## src/rtl/mips_pkg.sv

```systemverilog
// rtl/mips_pkg.sv - shared MIPS opcode/funct constants and hazard timing types
package mips_pkg;

    // Primary opcodes
    localparam logic [5:0] OP_RTYPE = 6'h00;
    localparam logic [5:0] OP_JAL   = 6'h03;
    localparam logic [5:0] OP_BEQ   = 6'h04;
    localparam logic [5:0] OP_ORI   = 6'h0d;
    localparam logic [5:0] OP_LUI   = 6'h0f;
    localparam logic [5:0] OP_LW    = 6'h23;
    localparam logic [5:0] OP_SW    = 6'h2b;

    // R-type funct codes
    localparam logic [5:0] FN_JR    = 6'h08;
    localparam logic [5:0] FN_MFHI  = 6'h10;
    localparam logic [5:0] FN_MTHI  = 6'h11;
    localparam logic [5:0] FN_MFLO  = 6'h12;
    localparam logic [5:0] FN_MTLO  = 6'h13;
    localparam logic [5:0] FN_MULT  = 6'h18;
    localparam logic [5:0] FN_MULTU = 6'h19;
    localparam logic [5:0] FN_DIV   = 6'h1a;
    localparam logic [5:0] FN_DIVU  = 6'h1b;
    localparam logic [5:0] FN_ADDU  = 6'h21;
    localparam logic [5:0] FN_SUBU  = 6'h23;

    // Tuse/Tnew are 2-bit cycle counts; 3 marks an operand that is never read
    localparam int T_W = 2;
    typedef logic [T_W-1:0] tval_t;
    localparam tval_t T_ZERO  = 2'd0;
    localparam tval_t T_ONE   = 2'd1;
    localparam tval_t T_TWO   = 2'd2;
    localparam tval_t T_NEVER = 2'd3;

    // mult/div busy durations and the counter that tracks them
    localparam int MULT_CYCLES_DEF = 5;
    localparam int DIV_CYCLES_DEF  = 10;
    localparam int CNT_W           = 4;

    // Pipeline stage a decoder instance is looking at
    typedef enum logic [1:0] {
        STAGE_D = 2'd0,
        STAGE_E = 2'd1,
        STAGE_M = 2'd2
    } stage_t;

    // Distinguishes div/divu from mult/multu once an instruction is known to be mult/div
    function automatic logic is_div_funct(input logic [5:0] funct);
        return (funct == FN_DIV) || (funct == FN_DIVU);
    endfunction

endpackage

```

## src/rtl/hazard_decode.sv

```systemverilog
// rtl/hazard_decode.sv - per-stage decode of register usage and result timing
module hazard_decode
    import mips_pkg::*;
(
    input  logic [31:0] instr,
    input  stage_t      stage,
    output logic [4:0]  rs,
    output logic [4:0]  rt,
    output logic [4:0]  dest,
    output tval_t       tuse_rs,
    output tval_t       tuse_rt,
    output tval_t       tnew,
    output logic        is_md,
    output logic        uses_hilo
);

    logic [5:0] opcode;
    logic [5:0] funct;
    logic [4:0] rd;
    tval_t      tnew_e;
    logic       is_load;
    logic       hilo_move;
    logic       unused_shamt;

    assign opcode       = instr[31:26];
    assign funct        = instr[5:0];
    assign rs           = instr[25:21];
    assign rt           = instr[20:16];
    assign rd           = instr[15:11];
    assign unused_shamt = ^instr[10:6];

    // Classify the instruction; anything unrecognised reads and writes nothing
    always_comb begin
        dest      = 5'd0;
        tuse_rs   = T_NEVER;
        tuse_rt   = T_NEVER;
        tnew_e    = T_ZERO;
        is_md     = 1'b0;
        is_load   = 1'b0;
        hilo_move = 1'b0;
        unique case (opcode)
            OP_RTYPE: begin
                unique case (funct)
                    FN_ADDU, FN_SUBU: begin
                        dest    = rd;
                        tuse_rs = T_ONE;
                        tuse_rt = T_ONE;
                        tnew_e  = T_ONE;
                    end
                    FN_MFHI, FN_MFLO: begin
                        dest      = rd;
                        tnew_e    = T_ONE;
                        hilo_move = 1'b1;
                    end
                    FN_MTHI, FN_MTLO: begin
                        tuse_rs   = T_ONE;
                        hilo_move = 1'b1;
                    end
                    FN_MULT, FN_MULTU, FN_DIV, FN_DIVU: begin
                        tuse_rs = T_ONE;
                        tuse_rt = T_ONE;
                        is_md   = 1'b1;
                    end
                    FN_JR: begin
                        tuse_rs = T_ZERO;
                    end
                    default: ;
                endcase
            end
            OP_ORI: begin
                dest    = rt;
                tuse_rs = T_ONE;
                tnew_e  = T_ONE;
            end
            OP_LUI: begin
                dest   = rt;
                tnew_e = T_ONE;
            end
            OP_LW: begin
                dest    = rt;
                tuse_rs = T_ONE;
                tnew_e  = T_TWO;
                is_load = 1'b1;
            end
            OP_SW: begin
                tuse_rs = T_ONE;
                tuse_rt = T_TWO;
            end
            OP_BEQ: begin
                tuse_rs = T_ZERO;
                tuse_rt = T_ZERO;
            end
            OP_JAL: begin
                dest   = 5'd31;
            end
            default: ;
        endcase
    end

    // Result distance depends on where the producer sits; D-stage producers are never compared
    always_comb begin
        tnew = T_ZERO;
        unique case (stage)
            STAGE_E: tnew = tnew_e;
            STAGE_M: tnew = is_load ? T_ONE : T_ZERO;
            default: tnew = T_ZERO;
        endcase
    end

    assign uses_hilo = hilo_move | is_md;

endmodule

```

## src/rtl/hazard_ctrl.sv

```systemverilog
// rtl/hazard_ctrl.sv - pipeline stall generation and mult/div busy tracking
module hazard_ctrl
    import mips_pkg::*;
#(
    parameter int MULT_CYCLES = MULT_CYCLES_DEF,
    parameter int DIV_CYCLES  = DIV_CYCLES_DEF
) (
    input  logic        clk,
    input  logic        rst,
    input  logic [31:0] instrD,
    input  logic [31:0] instrE,
    input  logic [31:0] instrM,
    output logic        stall,
    output logic        flushE,
    output logic        md_start,
    output logic        md_busy
);

    localparam logic [CNT_W-1:0] MULT_LOAD = CNT_W'(MULT_CYCLES);
    localparam logic [CNT_W-1:0] DIV_LOAD  = CNT_W'(DIV_CYCLES);

    logic [4:0] rsD, rtD, destD;
    logic [4:0] rsE, rtE, destE;
    logic [4:0] rsM, rtM, destM;
    tval_t      tuse_rsD, tuse_rtD, tnewD;
    tval_t      tuse_rsE, tuse_rtE, tnewE;
    tval_t      tuse_rsM, tuse_rtM, tnewM;
    logic       is_mdD, is_mdE, is_mdM;
    logic       hiloD, hiloE, hiloM;

    logic [CNT_W-1:0] cnt;
    logic             stall_rs;
    logic             stall_rt;
    logic             stall_md;
    logic             unused_dec;

    hazard_decode u_dec_d (
        .instr     (instrD),
        .stage     (STAGE_D),
        .rs        (rsD),
        .rt        (rtD),
        .dest      (destD),
        .tuse_rs   (tuse_rsD),
        .tuse_rt   (tuse_rtD),
        .tnew      (tnewD),
        .is_md     (is_mdD),
        .uses_hilo (hiloD)
    );

    hazard_decode u_dec_e (
        .instr     (instrE),
        .stage     (STAGE_E),
        .rs        (rsE),
        .rt        (rtE),
        .dest      (destE),
        .tuse_rs   (tuse_rsE),
        .tuse_rt   (tuse_rtE),
        .tnew      (tnewE),
        .is_md     (is_mdE),
        .uses_hilo (hiloE)
    );

    hazard_decode u_dec_m (
        .instr     (instrM),
        .stage     (STAGE_M),
        .rs        (rsM),
        .rt        (rtM),
        .dest      (destM),
        .tuse_rs   (tuse_rsM),
        .tuse_rt   (tuse_rtM),
        .tnew      (tnewM),
        .is_md     (is_mdM),
        .uses_hilo (hiloM)
    );

    // Producer-side fields of D and consumer-side fields of E/M play no part in hazards
    assign unused_dec = ^{destD, tnewD, is_mdD,
                          rsE, rtE, tuse_rsE, tuse_rtE, hiloE,
                          rsM, rtM, tuse_rsM, tuse_rtM, is_mdM, hiloM};

    // A register read in D stalls when a younger-than-needed producer in E or M targets it
    always_comb begin
        stall_rs = 1'b0;
        stall_rt = 1'b0;
        if (rsD != 5'd0) begin
            stall_rs = ((rsD == destE) && (tuse_rsD < tnewE)) ||
                       ((rsD == destM) && (tuse_rsD < tnewM));
        end
        if (rtD != 5'd0) begin
            stall_rt = ((rtD == destE) && (tuse_rtD < tnewE)) ||
                       ((rtD == destM) && (tuse_rtD < tnewM));
        end
    end

    assign md_start = is_mdE && !rst;
    assign md_busy  = md_start || (cnt != '0);
    assign stall_md = hiloD && md_busy;
    assign stall    = stall_rs || stall_rt || stall_md;
    assign flushE   = stall;

    // Busy counter: load on issue, then count down to zero and hold
    always_ff @(posedge clk) begin
        if (rst) begin
            cnt <= '0;
        end else if (md_start) begin
            cnt <= is_div_funct(instrE[5:0]) ? DIV_LOAD : MULT_LOAD;
        end else if (cnt != '0) begin
            cnt <= cnt - 1'b1;
        end
    end

endmodule

```

## config.mk

```make
export PLATFORM = sky130hd
export DESIGN_NAME = hazard_ctrl
export DESIGN_NICKNAME = d
export VERILOG_FILES = /design/src/rtl/mips_pkg.sv /design/src/rtl/hazard_decode.sv /design/src/rtl/hazard_ctrl.sv
export SDC_FILE = /design/constraint.sdc
export NUM_CORES = 1
export LEC_CHECK = 0
export CORE_UTILIZATION = 35
export CTS_CLUSTER_DIAMETER = 40
export DETAILED_ROUTE_END_ITERATION = 10
export GPL_ROUTABILITY_DRIVEN = 0
export HOLD_SLACK_MARGIN = 0.05
export MAX_ROUTING_LAYER = met4
export PLACE_DENSITY_LB_ADDON = 0.12
export SYNTH_ARGS = -nofsm -noshare
export SYNTH_HDL_FRONTEND = slang
export SYNTH_SLANG_ARGS = --single-unit
```

## constraint.sdc

```tcl
create_clock -name clk -period 7.1 [get_ports clk]
set_input_delay 1.42 -clock clk [delete_from_list [all_inputs] [get_ports clk]]
set_output_delay 1.42 -clock clk [all_outputs]
set_load 0.01 [all_outputs]
```

==> results by group, run 1 <==
Synthesis
  • Synth top cells by count: xnor2_1, a21oi_1, inv_1
  • Mux cell area share after synthesis: less than 1%
  • Yosys top cell by area: xnor2_1
  • Distinct cells, synth: 52
  • Top-area cell type share of the netlist area: about a tenth
  • Post-Synth XOR/XNOR Area: 13.2%
  • Synth Area in Compound Gates: between 30% and 40%
  • YS warnings: 0
  • Post-synthesis average cell area: around 8 µm²
  • Main combinational cell family by area after synthesis: simple AND/OR/NAND/NOR gates
  • Syn Std Cell Area: 1190 µm²
  • Post-synth EDFFs: 0
  • Seq cells post-synth: 4
  • Ys async rst share: 0%
  • Top_reg_cell synth: dfxtp_1
  • Post-Synth Simple-Gate Area: a little under two fifths
  • Sequential area share after synthesis: under 10%
  • Syn Inst Count: 150
  • Top-count cell post-synth: xnor2_1
  • Most area-consuming cells after synthesis: xnor2_1, a2111oi_4, dfxtp_1
  • Synth Area in Adders: about 4.2%
  • Net Count, Synth: between 200 and 300

Timing
  • Setup TNS: 0 ns
  • Fin crit period: between 5 and 6 ns
  • Fin worst setup slack: between 1 and 1.5 ns
  • Fmax: 0.171 GHz
  • RSZ-0062 raised after global routing: no
  • Worst Skew: ~0.0034 ns
  • Period utilisation layout: between 80% and 90%
  • Final-report max-slew violation count: 0
  • Measured slew at the worst slew-check pin: about 0.50 ns
  • Fin. Hold Viols: 0
  • Setup Viol. Count Final: 0
  • Max_slew headroom: 66.6%

Detailed routing
  • DRC: 0
  • Router iterations before antenna repair: 4
  • Drt via density: 5.54
  • Antenna viol nets, final: 0
  • DR iter-0 viols: 24
  • Routed wire per std cell: ~14 µm
  • Via total after detailed routing: roughly 1.5k
  • WL final: around 3700 µm

CTS
  • CTS HTree Levels: 1
  • Post-CTS setup buffers: 0
  • Sinks on Clock Net: 4
  • Clock-pin transition on the worst setup and hold timing paths: roughly 0.040 ns
  • Clock tree from TritonCTS: built
  • Worst-Skew Late Latency: 0.23 ns
  • CTS root buf: clkbuf_4
  • Hold-fix buffers at CTS: 0
  • CTS max path bufs: 2
  • TritonCTS Buffers: 3
  • PostCTS Resize Cnt: 0

Global route
  • Total gr overflow: 0
  • First-pass GRT wire length: roughly 5500 µm
  • Met1 global-route usage: a little over a fifth
  • GRT Total Usage: 19.7%
  • Antenna violations before repair: 0
  • Pin count of the biggest net entering global routing: 12
  • Vias in the first global route: about 1.4k
  • GR peak layer: met2
  • Grt met3 use: 1.07%
  • GR met2 Demand/Resource: 38.9%

Floorplan
  • Row Count: 20
  • Die area: ~3600 µm²
  • Die H: a little over 60 µm
  • Core Area: between 3000 and 4000 µm²
  • # IOs: roughly 100
  • Die X: 60.4 µm
  • Initial core utilization: roughly 38%

Setup path
  • Crit path arrival time: roughly 4.4 ns
  • Reg-to-reg startpoint: cnt[0]
  • CP max FO: 5
  • Register-to-Register Path Depth: 6
  • Crit path launch type: input pin
  • Flop-to-flop setup slack: between 5 and 6 ns
  • Crit end category: output port
  • Reg-to-reg endpoint: cnt[1]
  • Setup CP Type: in2out
  • Worst path required time: roughly 5.7 ns

Finish
  • Area grow syn2layout: 64.2%
  • Final #Nets: 325
  • Regs by FF count: cnt x4
  • Biggest register: cnt
  • Share of layout cells above drive strength 1: roughly 6.8%
  • Fill count: between 300 and 400
  • # diodes: 0
  • Max FFs per register: 4

Run
  • Max_cap viols: 0

Placed design
  • Pre-CTS WS: approximately 1.3 ns
  • Port Buffers: 70
  • Dpl hpwl: roughly 3200 µm

Outcome
  • Status: finished, final reports clean

Pwr
  • Peak supply drop: 139 µV
  • Leak: ~0.70 nW
  • Power per cell area: approximately 110 nW/µm²

Worst hold path
  • Hold Path Cell Cnt: 2
  • Worst Hold End: cnt[1]
  • Hold path start: cnt[1]
  • Hold Crit Class: reg2reg
## kinds of logic (layout without fill, tap and decap cells)
logic type | count (synthesis) | after routing
AO/OA/AOI/OAI | 44 | 44
XOR/XNOR | 18 | 18
adder cells (fa/ha/maj) | 4 | 4
buffers and inverters | 14 | 85
flip-flops | 4 | 4
multiplexers | 1 | 1
AND/OR/NAND/NOR | 65 | 65
## where the power goes
group | internal, mW | switching, mW
clock | 0.0189 | 0.00930
sequential | 0.0316 | 0.00690
combinational | 0.0803 | 0.0621
total | 0.131 | 0.0783
## cell usage in the layout, fill, tap and decap left out, types with 3 or more instances in the layout
cell type / n
and3_1: 3
clkdlybuf4s50_1: 70
nand4_1: 3
dfxtp_1: 4
ha_1: 4
a21oi_1: 12
clkbuf_4: 3
a221oi_1: 5
xnor2_1: 14
nor2_1: 8
nor3_1: 5
o31ai_1: 3
a2111oi_4: 3
nand3b_1: 8
nor4_1: 8
nand2b_1: 3
xor2_1: 4
inv_1: 12
nor3b_1: 4
o21ai_0: 5
## stage by stage
stage,utilization [%],power [mW],hold WS [ns],instance area (µm²),std cells
floorplan,-,0.112,0.495,1190,150
global placement,61.4,0.173,0.522,1940,262
detailed placement,61.4,0.181,0.536,1940,262
CTS,62.1,0.212,0.544,1960,265
global route,62.1,0.227,0.600,1960,265
finish,62.1,0.209,0.533,1960,265
## critical path: stages
cell and delay [ns]:
clkdlybuf4s50_1 0.50, or4bb_1 0.57, or2_2 0.33, ha_1 0.31, a2111oi_2 0.33, nand4_1 0.15, o21ai_1 0.10, a221o_1 0.18
clkdlybuf4s50_1 0.54
## layer usage
metal  up-vias  wire length [µm]
met5         -                 0
met4         0                 0
met3         0               220
met2        46              1890
met1       679              1570
li1        743                 -
## area by class of cell
| cell class | instances | area (µm²) | area share [%] |
|---|---|---|---|
| Clock buffer | 3 | 22.5 | 1.15 |
| Sequential cell | 4 | 80.1 | 4.09 |
| Timing Repair Buffer | 70 | 701 | 35.8 |
| Inverter | 12 | 45.0 | 2.30 |
| Multi-Input combinational cell | 132 | 1050 | 53.9 |
| Tap cell | 44 | 55.1 | 2.81 |
## worst max-delay path by stage
stage               start     end  slack, ns  depth (start not counted)
6_report       instrE[31]  flushE       1.25                          9
3_3_place_gp   instrE[31]  flushE       1.29                          9
2_1_floorplan  instrE[29]   stall       2.26                          8
3_5_place_dp   instrE[31]  flushE       1.27                          9
4_1_cts        instrE[31]  flushE       1.25                          9
5_1_grt        instrD[27]   stall       1.06                         10
No activity file was read; power rests on OpenSTA's default activity.
==> run 2: changes to the inputs <==
--- a/config.mk
+++ b/config.mk
@@ -5,7 +5,7 @@
 export SDC_FILE = /design/constraint.sdc
 export NUM_CORES = 1
 export LEC_CHECK = 0
-export CORE_UTILIZATION = 35
+export CORE_UTILIZATION = 29
 export CTS_CLUSTER_DIAMETER = 40
 export DETAILED_ROUTE_END_ITERATION = 10
 export GPL_ROUTABILITY_DRIVEN = 0
==> constraint.sdc (replaced) <==
create_clock -name clk -period 5.15 [get_ports clk]
set_input_delay 1.03 -clock clk [delete_from_list [all_inputs] [get_ports clk]]
set_output_delay 1.03 -clock clk [all_outputs]
set_load 0.01 [all_outputs]
==> results by group, run 2 (synthesized netlist as in run 1, its figures left out) <==
Outcome
  • Status: finished, final reports clean (unchanged)

Pwr
  • Leak: 0.719 nW (was 0.697 nW)
  • Peak supply drop: 162 µV (was 139 µV)
  • Sw frac: 34.9% (was 37.4%)
  • Logic pwr share: 62.6% (was 68.1%)
  • Psw: 0.110 mW (was 0.0783 mW)
  • Internal: 0.205 mW (was 0.131 mW)
  • Register share of total power: 17.1% (was 18.4%)
  • Clock power frac: 20.2% (was 13.5%)
  • Power per cell area: 157 nW/µm² (was 107 nW/µm²)

Setup path
  • Worst path required time: 4.12 ns (was 5.68 ns)
  • Crit end category: output port (unchanged)
  • Reg-to-reg endpoint: cnt[1] (unchanged)
  • Reg-to-reg startpoint: cnt[0] (unchanged)
  • Setup CP Type: in2out (unchanged)
  • Flop-to-flop setup slack: 3.75 ns (was 5.71 ns)
  • CP max FO: 4 (was 5)
  • Worst setup path start: instrE[4] (was instrE[31])
  • Register-to-Register Path Depth: 6 (unchanged)
  • Setup crit end: flushE (unchanged)
  • Crit path arrival time: 3.98 ns (was 4.43 ns)
  • Crit path launch type: input pin (unchanged)

Run
  • Max_cap viols: 0 (unchanged)

Timing
  • RSZ-0062 raised after global routing: no (unchanged)
  • Worst Skew: 0.00119 ns (was 0.00342 ns)
  • Fin. Hold Viols: 0 (unchanged)
  • Final-report max-slew violation count: 0 (unchanged)
  • Fin crit period: approximately 5 ns
  • Max_slew headroom: 58.8% (was 66.6%)
  • Measured slew at the worst slew-check pin: 0.618 ns (was 0.501 ns)
  • Setup TNS: 0 ns (unchanged)
  • Setup Viol. Count Final: 0 (unchanged)
  • Fin worst setup slack: 0.141 ns (was 1.25 ns)
  • Period utilisation layout: a little over nine tenths
  • Fmax: roughly 0.2 GHz

Finish
  • Fill count: 341 (was 320)
  • Commonest non-fill, non-tap cells in the layout: clkdlybuf4s50_1, xnor2_1, inv_1, a21oi_1 (unchanged)
  • Share of layout cells above drive strength 1: 8.48% (was 6.79%)
  • Regs by FF count: cnt x4 (unchanged)
  • Post-Layout Cell Count: 272 (was 265)
  • Commonest non-fill, non-tap cell in the layout: clkdlybuf4s50_1 (unchanged)
  • Final #Nets: 328 (was 325)
  • # diodes: 0 (unchanged)
  • Max FFs per register: 4 (unchanged)
  • Biggest register: cnt (unchanged)
  • Area grow syn2layout: 68.3% (was 64.2%)

Worst hold path
  • Hold Path Cell Cnt: 2 (unchanged)
  • Hold Crit Class: reg2reg (unchanged)

Floorplan
  • Die area: 4370 µm² (was 3640 µm²)
  • Die H: 66.1 µm (was 60.4 µm)
  • # IOs: 102 (unchanged)
  • Initial core utilization: 31.4% (was 37.8%)
  • Die X: 66.1 µm (was 60.4 µm)
  • Row Count: 22 (was 20)
  • Core Area: 3800 µm² (was 3150 µm²)

CTS
  • Sinks on Clock Net: 4 (unchanged)
  • CTS HTree Levels: 1 (unchanged)
  • CTS max path bufs: 2 (unchanged)
  • Clock tree from TritonCTS: built (unchanged)
  • Clock-pin transition on the worst setup and hold timing paths: 0.03 ns (was 0.04 ns)
  • TritonCTS Buffers: 3 (unchanged)
  • Worst-Skew Late Latency: 0.21 ns (was 0.23 ns)
  • CTS root buf: clkbuf_8 (was clkbuf_4)

Global route
  • Vias in the first global route: 1423 (was 1363)
  • GRT Total Usage: 17.3% (was 19.7%)
  • Pin count of the biggest net entering global routing: 12 (unchanged)
  • Total gr overflow: 0 (unchanged)
  • First-pass GRT wire length: 5960 µm (was 5520 µm)
  • Antenna violations before repair: 0 (unchanged)

Detailed routing
  • Routed wire per std cell: 13.8 µm (was 13.9 µm)
  • WL final: 3770 µm (was 3680 µm)
  • Drt via density: 5.45 (was 5.54)
  • DR iter-0 viols: 36 (was 24)
  • DRC: 0 (unchanged)
  • Via total after detailed routing: 1482 (was 1468)
  • Router iterations before antenna repair: 4 (unchanged)
  • Antenna viol nets, final: 0 (unchanged)

Placed design
  • Pre-CTS WS: 0.137 ns (was 1.27 ns)
  • Port Buffers: 70 (unchanged)
  • Dpl hpwl: 3220 µm (was 3160 µm)
  • Placed Instances: 269 (was 262)
==> run 2: cell count changes in the layout (fill, tap and decap cells not counted), sizes merged <==
cell,previous run,this run
buf,0,3
==> run 2: cell type report <==
| class | instances | area, µm² | share of cell area (%) |
|---|---|---|---|
| flip-flops and latches | 4 | 80.1 | 3.99 |
| clock buffers | 3 | 41.3 | 2.06 |
| multi-input cells | 132 | 1060 | 52.7 |
| inverters | 12 | 45.0 | 2.24 |
| repair buffers | 73 | 723 | 36.0 |
| well taps | 48 | 60.1 | 2.99 |
==> run 2: power groups by stage <==
stage	Combinational, mW	Clock (mW)	Sequential (mW)
floorplan	0.104	0	0.0509
global placement	0.188	0	0.0520
detailed placement	0.196	0	0.0537
CTS	0.197	0.0655	0.0535
global route	0.215	0.0682	0.0548
finish	0.197	0.0636	0.0539
==> run 2: worst max-delay path, stage by stage <==
cell and delay [ns]:
clkdlybuf4s50_1 0.48, or3b_1 0.52, a2111oi_4 0.51, nor3_1 0.10, xnor2_1 0.14, nor4_1 0.31, a41o_1 0.20, a221o_1 0.14
clkdlybuf4s50_1 0.54
==> run 2: worst min path at each step <==
stage | slack (ns) | from | end
2_1_floorplan | 0.49 | cnt[1] | cnt[1]
3_3_place_gp | 0.52 | cnt[1] | cnt[1]
3_5_place_dp | 0.54 | cnt[1] | cnt[1]
4_1_cts | 0.55 | cnt[1] | cnt[1]
5_1_grt | 0.59 | cnt[1] | cnt[1]
6_report | 0.54 | cnt[1] | cnt[1]
==> run 2: repair_timing <==
action                     4_1_cts  5_1_grt
setup endpoints to repair        0        2
hold buffers                     0        0
gates resized for setup          0        1
setup buffers                    0        0
==> run 2: through the flow <==
| stage | util, % | area, µm² | hold WS [ns] | power [mW] |
|---|---|---|---|---|
| final | 52.8 | 2010 | 0.543 | 0.315 |
| after global routing | 52.8 | 2010 | 0.586 | 0.338 |
| after CTS | 52.8 | 2000 | 0.549 | 0.316 |
| after detailed placement | 51.7 | 1960 | 0.537 | 0.249 |
| after global placement | 51.7 | 1960 | 0.524 | 0.240 |
| after floorplan | - | 1190 | 0.495 | 0.155 |
==> run 2: per-layer routing <==
metal / routed length [µm] / GRT usage, %
met1: 1660 / 20.5
met2: 1800 / 32.7
met3: 300 / 2.07
met4: 4 / 0.798
met5: 0 / -
==> run 3: changes to the inputs <==
--- a/config.mk
+++ b/config.mk
@@ -5,8 +5,10 @@
 export SDC_FILE = /design/constraint.sdc
 export NUM_CORES = 1
 export LEC_CHECK = 0
-export CORE_UTILIZATION = 29
+export ABC_AREA = 1
+export CORE_UTILIZATION = 31
 export CTS_CLUSTER_DIAMETER = 40
+export CTS_CLUSTER_SIZE = 25
 export DETAILED_ROUTE_END_ITERATION = 10
 export GPL_ROUTABILITY_DRIVEN = 0
 export HOLD_SLACK_MARGIN = 0.05
@@ -15,3 +17,4 @@
 export SYNTH_ARGS = -nofsm -noshare
 export SYNTH_HDL_FRONTEND = slang
 export SYNTH_SLANG_ARGS = --single-unit
+export TNS_END_PERCENT = 5
==> results by group, run 3 <==
Synthesis
  • Top-count cell post-synth: nand2_1 (was xnor2_1)
  • Post-synthesis average cell area: 4.86 µm² (was 7.95 µm²)
  • Syn Std Cell Area: 1300 µm² (was 1190 µm²)
  • Ys async rst share: 0% (unchanged)
  • Top_reg_cell synth: dfxtp_1 (unchanged)
  • Syn Inst Count: 267 (was 150)
  • Yosys top cell by area: nand2_1 (was xnor2_1)
  • Seq cells post-synth: 4 (unchanged)
  • Top-area cell type share of the netlist area: 24.9% (was 10.3%)
  • YS warnings: 0 (unchanged)
  • Net Count, Synth: 369 (was 252)
  • Sequential area share after synthesis: 6.17% (was 6.72%)
  • Distinct cells, synth: 24 (was 52)
  • Synth top cells by count: nand2_1, nand3_1, inv_1 (was xnor2_1, a21oi_1, inv_1)
  • Post-synth EDFFs: 0 (unchanged)
  • Most area-consuming cells after synthesis: nand2_1, nand3_1, inv_1 (was xnor2_1, a2111oi_4, dfxtp_1)

CTS
  • TritonCTS Buffers: 3 (unchanged)
  • CTS max path bufs: 2 (unchanged)
  • Post-CTS setup buffers: 0 (unchanged)
  • CTS HTree Levels: 1 (unchanged)
  • Clock-pin transition on the worst setup and hold timing paths: 0.03 ns (about the same)
  • CTS root buf: clkbuf_8 (unchanged)
  • PostCTS Resize Cnt: 0 (unchanged)
  • Clock tree from TritonCTS: built (unchanged)
  • Sinks on Clock Net: 4 (unchanged)
  • Hold-fix buffers at CTS: 0 (unchanged)
  • Worst-Skew Late Latency: 0.22 ns (was 0.21 ns)

Global route
  • Total gr overflow: 0 (unchanged)
  • Vias in the first global route: 1591 (was 1423)
  • First-pass GRT wire length: 6140 µm (was 5960 µm)
  • Antenna violations before repair: 0 (unchanged)
  • Pin count of the biggest net entering global routing: 7 (was 12)
  • GRT Total Usage: 17.9% (was 17.3%)

Pwr
  • Power per cell area: 166 nW/µm² (was 157 nW/µm²)
  • Peak supply drop: 357 µV (was 162 µV)
  • Sw frac: 38.4% (was 34.9%)
  • Logic pwr share: 63.6% (was 62.6%)
  • Clock power frac: 19.2% (was 20.2%)
  • Register share of total power: 17.2% (was 17.1%)
  • Psw: 0.133 mW (was 0.110 mW)
  • Design Power: 0.347 mW (was 0.315 mW)
  • Internal: 0.214 mW (was 0.205 mW)
  • Leak: 1.08 nW (was 0.719 nW)

Floorplan
  • Initial core utilization: 32.4% (was 31.4%)
  • Die X: 66.7 µm (was 66.1 µm)
  • Row Count: 23 (was 22)
  • Die area: 4450 µm² (was 4370 µm²)
  • Die H: 66.7 µm (was 66.1 µm)
  • Core Area: 4000 µm² (was 3800 µm²)
  • # IOs: 102 (unchanged)

Timing
  • Fin worst setup slack: 0.556 ns (was 0.141 ns)
  • Setup Viol. Count Final: 0 (unchanged)
  • Min Hold Slack: 0.499 ns (was 0.543 ns)
  • Period utilisation layout: 89.2% (was 97.3%)
  • RSZ-0062 raised after global routing: no (unchanged)
  • Max_slew headroom: 75.9% (was 58.8%)
  • Worst Skew: 0.00125 ns (was 0.00119 ns)
  • Fmax: 0.218 GHz (was 0.200 GHz)
  • Measured slew at the worst slew-check pin: 0.358 ns (was 0.618 ns)
  • Final-report max-slew violation count: 0 (unchanged)
  • Fin crit period: 4.59 ns (was 5.01 ns)
  • Fin. Hold Viols: 0 (unchanged)
  • Setup TNS: 0 ns (unchanged)

Finish
  • Max FFs per register: 4 (unchanged)
  • Post-Layout Cell Count: 389 (was 272)
  • Final #Nets: 443 (was 328)
  • # diodes: 0 (unchanged)
  • Biggest register: cnt (unchanged)
  • Share of layout cells above drive strength 1: 5.31% (was 8.48%)
  • Final Util: 52.4% (was 52.8%)
  • Regs by FF count: cnt x4 (unchanged)
  • Commonest non-fill, non-tap cells in the layout: nand2_1, clkdlybuf4s50_1, nand3_1 (was clkdlybuf4s50_1, xnor2_1, inv_1, a21oi_1)
  • Post-Layout Inst Area: 2090 µm² (was 2010 µm²)
  • Commonest non-fill, non-tap cell in the layout: nand2_1 (was clkdlybuf4s50_1)
  • Area grow syn2layout: 61.4% (was 68.3%)

Setup path
  • Crit end category: output port (unchanged)
  • Register-to-Register Path Depth: 6 (unchanged)
  • Setup CP Type: in2out (unchanged)
  • Crit path arrival time: 3.56 ns (was 3.98 ns)
  • Worst setup path start: instrD[31] (was instrE[4])
  • Crit path launch type: input pin (unchanged)
  • Setup crit end: stall (was flushE)
  • Worst path required time: 4.12 ns (about the same)
  • CP max FO: 4 (unchanged)
  • Largest stage delay, worst path: 0.53 ns (was 0.54 ns)
  • Crit path top cell by count: nand2_1 (was clkdlybuf4s50_1)
  • Flop-to-flop setup slack: 3.94 ns (was 3.75 ns)
  • Reg-to-reg startpoint: cnt[0] (unchanged)
  • Reg-to-reg endpoint: cnt[2] (was cnt[1])
  • Crit path max-delay cell type: clkdlybuf4s50_1 (unchanged)
  • Crit-path cells: clkdlybuf4s50_1, or2_4, nor2_1, nand3_1, o21ai_0, ha_1, nand2_1, nand2_1, nor2_1, nand3_1, nand2_1, nand2_1, nand3_2, clkdlybuf4s50_1 (was clkdlybuf4s50_1, or3b_1, a2111oi_4, nor3_1, xnor2_1, nor4_1, a41o_1, a221o_1, clkdlybuf4s50_1)

Outcome
  • Status: finished, final reports clean (unchanged)

Placed design
  • Port Buffers: 70 (unchanged)
  • Cell Area, Placed: 2050 µm² (was 1960 µm²)
  • Dpl hpwl: 3310 µm (was 3220 µm)
  • Pre-CTS WS: 0.537 ns (was 0.137 ns)
  • Placed Instances: 386 (was 269)

Detailed routing
  • Via total after detailed routing: 1774 (was 1482)
  • Router iterations before antenna repair: 4 (unchanged)
  • Antenna viol nets, final: 0 (unchanged)
  • DRC: 0 (unchanged)
  • DR iter-0 viols: 76 (was 36)
  • WL final: 3750 µm (was 3770 µm)
  • Routed wire per std cell: 9.63 µm (was 13.8 µm)
  • Drt via density: 4.56 (was 5.45)

Worst hold path
  • Hold Crit Class: reg2reg (unchanged)

Run
  • Max_cap viols: 0 (unchanged)
run 3: changes by cell type after synthesis, sizes merged, moves of 4 or more:
cell | before | now
nand2 | 2 | 88
or4 | 4 | 0
nand3 | 2 | 47
nor4 | 9 | 2
a2111oi | 4 | 0
nor3b | 4 | 0
inv | 12 | 42
xnor2 | 14 | 0
nor2 | 8 | 46
a221oi | 5 | 0
nand3b | 8 | 0
run 3: cell type report:
class	instances	area, µm²
Timing Repair Buffer	70	701
Tap cell	50	62.6
Clock buffer	3	41.3
Multi-Input combinational cell	220	1050
Inverter	42	158
Sequential cell	4	80.1
Fill cell	441	1910
run 3: how the worst min path moves through the flow:
stage                       from     end  depth (start not counted)
after detailed placement  cnt[1]  cnt[1]                          2
after CTS                 cnt[1]  cnt[1]                          2
after global placement    cnt[1]  cnt[1]                          2
after floorplan           cnt[1]  cnt[1]                          2
final                     cnt[1]  cnt[1]                          2
after global routing      cnt[1]  cnt[1]                          2
run 3: routing by layer:
layer,track usage (%),wire [µm],up-vias
met5,-,0,-
met4,3.99,26,0
met3,2.91,290,5
met2,30.8,1600,57
met1,21.8,1830,713
li1,-,-,999
run 3: logic make-up (layout without fill, tap and decap cells):
| kind of cell | count (synthesis) | after routing | synth area share (%) |
|---|---|---|---|
| buf+inv | 43 | 115 | 12.7 |
| compound gates | 20 | 20 | 8.58 |
| flops | 4 | 4 | 6.17 |
| xor+xnor | 2 | 2 | 1.35 |
| fa+ha+maj | 4 | 4 | 3.86 |
| simple gates | 194 | 194 | 67.3 |
run 3: power groups by stage:
stage | registers (mW) | clock network (mW) | logic (mW)
6_report | 0.0597 | 0.0667 | 0.220
5_1_grt | 0.0606 | 0.0712 | 0.257
4_1_cts | 0.0594 | 0.0685 | 0.224
3_5_place_dp | 0.0599 | 0 | 0.223
3_3_place_gp | 0.0594 | 0 | 0.222
2_1_floorplan | 0.0562 | 0 | 0.130
run 3: critical path, delay by kind of cell:
family,cells,cell delay [ns]
compound gates,1,0.21
simple gates,10,1.07
buf+inv,2,1.00
fa+ha+maj,1,0.26
